--- config.mk ---
export PLATFORM = sky130hd
export DESIGN_NAME = pc_fetch_ctrl
export DESIGN_NICKNAME = d
export VERILOG_FILES = /design/src/rtl/pc_pkg.sv /design/src/rtl/sat_counter.sv /design/src/rtl/pc_fetch_ctrl.sv
export SDC_FILE = /design/constraint.sdc
export NUM_CORES = 1
export LEC_CHECK = 0
export ABC_AREA = 1
export CORE_MARGIN = 3
export CORE_UTILIZATION = 49
export DETAILED_ROUTE_END_ITERATION = 8
export GPL_TIMING_DRIVEN = 0
export PLACE_DENSITY = 0.82
export SLEW_MARGIN = 15
export SYNTH_ARGS = -nofsm -noshare
export SYNTH_HDL_FRONTEND = slang
export SYNTH_SLANG_ARGS = --single-unit
export TNS_END_PERCENT = 30
--- constraint.sdc ---
create_clock -name clk -period 1.9 [get_ports clk]
set_input_delay 0.285 -clock clk [delete_from_list [all_inputs] [get_ports clk]]
set_output_delay 0.285 -clock clk [all_outputs]
set_load 0.01 [all_outputs]
--- src/rtl/pc_pkg.sv ---
// Shared types and default parameters for the program-counter / fetch sequencer.
package pc_pkg;

    localparam int unsigned D_DEF        = 10;
    localparam int unsigned LUT_AW_DEF   = 4;
    localparam int unsigned CNT_W_DEF    = 16;
    localparam int unsigned START_PC_DEF = 0;

    typedef enum logic [1:0] {
        IDLE  = 2'd0,
        RUN   = 2'd1,
        FLUSH = 2'd2,
        DONE  = 2'd3
    } fetch_state_t;

endpackage

--- src/rtl/sat_counter.sv ---
// Saturating up-counter with synchronous reset and clear; holds at all-ones.
module sat_counter #(
    parameter int unsigned CNT_W = 16
) (
    input  logic             clk,
    input  logic             reset,
    input  logic             clear_i,
    input  logic             en_i,
    output logic [CNT_W-1:0] count_o
);

    logic [CNT_W-1:0] cnt_q;
    logic [CNT_W-1:0] cnt_d;

    always_comb begin
        cnt_d = cnt_q;
        if (clear_i) begin
            cnt_d = '0;
        end else if (en_i && (cnt_q != '1)) begin
            cnt_d = cnt_q + CNT_W'(1);
        end
    end

    always_ff @(posedge clk) begin
        if (reset) begin
            cnt_q <= '0;
        end else begin
            cnt_q <= cnt_d;
        end
    end

    assign count_o = cnt_q;

endmodule

--- src/rtl/pc_fetch_ctrl.sv ---
// Program-counter / fetch sequencer: sequential stepping, LUT-driven branch redirect,
// start/run/done sequencing with cycle and retired-instruction counters.
module pc_fetch_ctrl
    import pc_pkg::*;
#(
    parameter int unsigned D        = D_DEF,
    parameter int unsigned LUT_AW   = LUT_AW_DEF,
    parameter int unsigned CNT_W    = CNT_W_DEF,
    parameter int unsigned START_PC = START_PC_DEF
) (
    input  logic              clk,
    input  logic              reset,
    input  logic              start,
    input  logic              stall,
    input  logic              branch_en,
    input  logic [LUT_AW-1:0] branch_idx,
    input  logic              halt,
    output logic [LUT_AW-1:0] lut_addr,
    input  logic [D-1:0]      target,
    output logic [D-1:0]      prog_ctr,
    output logic              fetch_valid,
    output logic              done,
    output logic              pc_wrap,
    output logic [CNT_W-1:0]  cycle_cnt,
    output logic [CNT_W-1:0]  instr_cnt
);

    localparam logic [D-1:0] START_PC_V = D'(START_PC);

    fetch_state_t state_q, state_d;
    logic [D-1:0] pc_q, pc_d;
    logic         wrap_q, wrap_d;
    logic         cnt_clr_c;
    logic         cyc_en_c;
    logic         ins_en_c;

    // State register together with PC and sticky wrap flag.
    always_ff @(posedge clk) begin
        if (reset) begin
            state_q <= IDLE;
            pc_q    <= START_PC_V;
            wrap_q  <= 1'b0;
        end else begin
            state_q <= state_d;
            pc_q    <= pc_d;
            wrap_q  <= wrap_d;
        end
    end

    // Next state / next PC; halt outranks branch, branch outranks sequential step.
    always_comb begin
        state_d   = state_q;
        pc_d      = pc_q;
        wrap_d    = wrap_q;
        cnt_clr_c = 1'b0;
        case (state_q)
            IDLE, DONE: begin
                if (start) begin
                    state_d   = RUN;
                    pc_d      = START_PC_V;
                    wrap_d    = 1'b0;
                    cnt_clr_c = 1'b1;
                end
            end
            RUN: begin
                if (!stall) begin
                    if (halt) begin
                        state_d = DONE;
                    end else if (branch_en) begin
                        pc_d    = target;
                        state_d = FLUSH;
                    end else begin
                        pc_d = pc_q + D'(1);
                        if (pc_q == '1) begin
                            wrap_d = 1'b1;
                        end
                    end
                end
            end
            FLUSH: begin
                if (!stall) begin
                    state_d = RUN;
                end
            end
            default: state_d = IDLE;
        endcase
    end

    // Outputs decoded from the registered state.
    always_comb begin
        fetch_valid = (state_q == RUN);
        done        = (state_q == DONE);
        cyc_en_c    = (state_q == RUN) || (state_q == FLUSH);
        ins_en_c    = (state_q == RUN) && !stall;
    end

    assign lut_addr = branch_idx;
    assign prog_ctr = pc_q;
    assign pc_wrap  = wrap_q;

    sat_counter #(.CNT_W(CNT_W)) u_cycle_cnt (
        .clk     (clk),
        .reset   (reset),
        .clear_i (cnt_clr_c),
        .en_i    (cyc_en_c),
        .count_o (cycle_cnt)
    );

    sat_counter #(.CNT_W(CNT_W)) u_instr_cnt (
        .clk     (clk),
        .reset   (reset),
        .clear_i (cnt_clr_c),
        .en_i    (ins_en_c),
        .count_o (instr_cnt)
    );

endmodule
==> results <==
layer usage:
metal	wire length, microns	vias to the layer above
li1	-	1492
met1	3100	1354
met2	3260	88
met3	401	5
met4	56	0
met5	0	-
cell usage in the layout (no fill, tap or decap), drive strengths merged, types with 2 or more instances in the layout:
| cell | n |
|---|---|
| a21oi | 37 |
| buf | 9 |
| clkbuf | 10 |
| clkdlybuf4s50 | 63 |
| clkinv | 4 |
| dfxtp | 45 |
| ha | 6 |
| inv | 34 |
| nand2 | 140 |
| nand3 | 17 |
| nand3b | 2 |
| nand4 | 10 |
| nor2 | 76 |
| o211ai | 3 |
| o21ai | 22 |
| xnor2 | 7 |
| xor2 | 8 |
through the flow:
stage / hold WS (ns) / total power (uW)
CTS: 0.262 / 2950
finish: 0.262 / 3000
detailed placement: 0.445 / 2310
global placement: 0.439 / 2290
floorplan: 0.467 / 1890
global route: 0.283 / 3200
sequential cells by signal, indices dropped and copies added (netlist names):
register             cells
pc_wrap                  1
prog_ctr                10
state_q                  2
u_cycle_cnt.count_o     16
u_instr_cnt.count_o     16
final cells by class:
cell class | instances | area (sq um) | share of cell area (%)
Tap cell | 70 | 87.6 | 2.47
Clock buffer | 6 | 82.6 | 2.33
Timing Repair Buffer | 63 | 631 | 17.8
Clock inverter | 2 | 13.8 | 0.388
Buffer | 13 | 82.6 | 2.33
Multi-Input combinational cell | 332 | 1610 | 45.4
Sequential cell | 45 | 902 | 25.4
Inverter | 36 | 139 | 3.91
power by group through the flow:
stage	logic (uW)	registers, uW	clock network, uW
after global placement	1130	1150	0
final	1220	1150	633
after CTS	1160	1140	651
after floorplan	723	1170	0
after global routing	1350	1160	689
after detailed placement	1150	1160	0
cell families (layout without fill, tap and decap cells):
logic type / after synthesis / count (layout) / synth area share [%]
buffers and inverters: 49 / 120 / 8.10
AND/OR/NAND/NOR: 248 / 248 / 37.7
AO/OA/AOI/OAI: 63 / 63 / 13.3
adder cells (fa/ha/maj): 6 / 6 / 2.78
flip-flops: 45 / 45 / 33.3
XOR/XNOR: 15 / 15 / 4.86
timing repair:
item                                    CTS  global route
endpoints found under the setup margin    0            34
gates resized for setup                   0             7
hold endpoints to repair                  0             0
final timing paths:
check / start / endpoint / slack [ns] / depth (start not counted)
min reg2reg: pc_wrap / pc_wrap / 0.45 / 2
max: state_q[1] / fetch_valid / 0.05 / 3
max reg2reg: u_cycle_cnt.count_o[0] / u_cycle_cnt.count_o[3] / 0.14 / 9
min: reset / prog_ctr[5] / 0.26 / 2
==> impl_metrics.toml <==
[placed_design]
port_buffers = 63
place_inst = 559
place_congestion = 0.922
place_ws_ns = 0.00117
placed_area_sq_mm = 0.00342
dp_hpwl_mm = 5.07

[drt]
via_count = 2939
wl_mm = 6.81
initialDrtViolationCount = 130
remaining_drc_errors = 0
dr.pass1.iters = 4
viasPerCell = 5.18
final_antenna_net_count = 0
wl_per_cell_microns = 12.0

[logic_synthesis]
ys_seq_area_share_pct = 33.3
post_synth_num_cell_types = 31
async_flop_share_pct = 0
synthTopCellsByArea = "dfxtp_1 (33%), nand2_1 (19%), nor2_1 (10%)"
yosys-top-cells-count = "nand2_1 (138), nor2_1 (72), dfxtp_1 (45)"
synth_ff_type = "dfxtp_1"
ys_seq_elements = 45
yosys_warnings = 0
yosysTopAreaCell = "dfxtp_1"
synth.most_common_cell = "nand2_1"
yosysTopAreaCellShare_pct = 33.3
synth_edf_count = 0
syn_nets = 452
netlist_instances = 426
netlist_area_sq_mm = 0.00270
syn_area_per_cell_sq_um = 6.35

[die]
rows = 26
initial_utilization_pct = 51.6
ios = 69
fp.dieW_microns = 80.3
core-area_sq_mm = 0.00524
die_h_microns = 80.3
die_area_sq_mm = 0.00645

[clock_network]
clkTransAtPathRegs_ns = 0.09
cts_tree = "done"
clkSinkCount = 45
clk-insertion-delay-late_ns = 0.30
ctsHoldBuffers = 0
cts-buffers-inserted = 5
cts_max_level = 2
cts_root_buf = "clkbuf_8"
clockBufferDepth = 2
post_cts_buffers = 0

[timing]
setup_ws_ns = 0.0490
tightest_slew_ns = 0.685
hold_viol_final = 0
max_freq_mhz = 540
fin_crit_sh_pct = 97.4
slew_headroom_pct = 54.4
period_minus_slack_ns = 1.85
setup_viol = 0
fin_tns_setup_ns = 0
maxSlewViolCount = 0
skew_ns = 0.00457

[layout]
utilization_pct = 67.8
fill_cells = 452
design_area_sq_mm = 0.00355
fin_cells = 567
antenna_cells = 0
syn2layout_area_growth_pct = 31.3
drive_gt1_share_pct = 9.05
nets = 522

[grt]
grt_antenna_before_repair = 0
grt_pass1_wl_mm = 11.7
globalRouteMet1Util_pct = 28.1
grt_pass1_vias = 2741
overflow = 0
grt.busiest_layer = "met2"
grt_usage_pct = 22.3
gr-usage-met2_pct = 37.6
grt_max_degree = 15
grtUsageMet3_pct = 4.37

[power]
swShare_pct = 39.7
p_leak_uw = 0.00122
ir_worst_vdd_mv = 0.745
seq_power_share_pct = 38.2
comb_power_share_pct = 40.6
p_clk_share_pct = 21.1
intPower_uw = 1810
p_switching_uw = 1190
power_density_mw_per_mm2 = 844

[setup_path]
crit_type = "reg2out"
crit_path_max_incr_delay_ns = 0.57
crit_fanout = 5
cp_slowest_cell = "clkdlybuf4s50_1"
crit_path_end_kind = "output port"
critPathBufInv = 2
path_cells = "inv_1 -> ha_1 -> clkdlybuf4s50_1"
critPathTopFamily = "buffers and inverters"
worst_ep_required_time_ns = 1.62
crit_arrival_ns = 1.57
start_kind = "register"

[outcome]
status = "complete, no violations"

[hold_path]
hold_class = "in2reg"

[run]
maxCapViolCount = 0
Note: power is estimated with default switching activity, not from simulation.
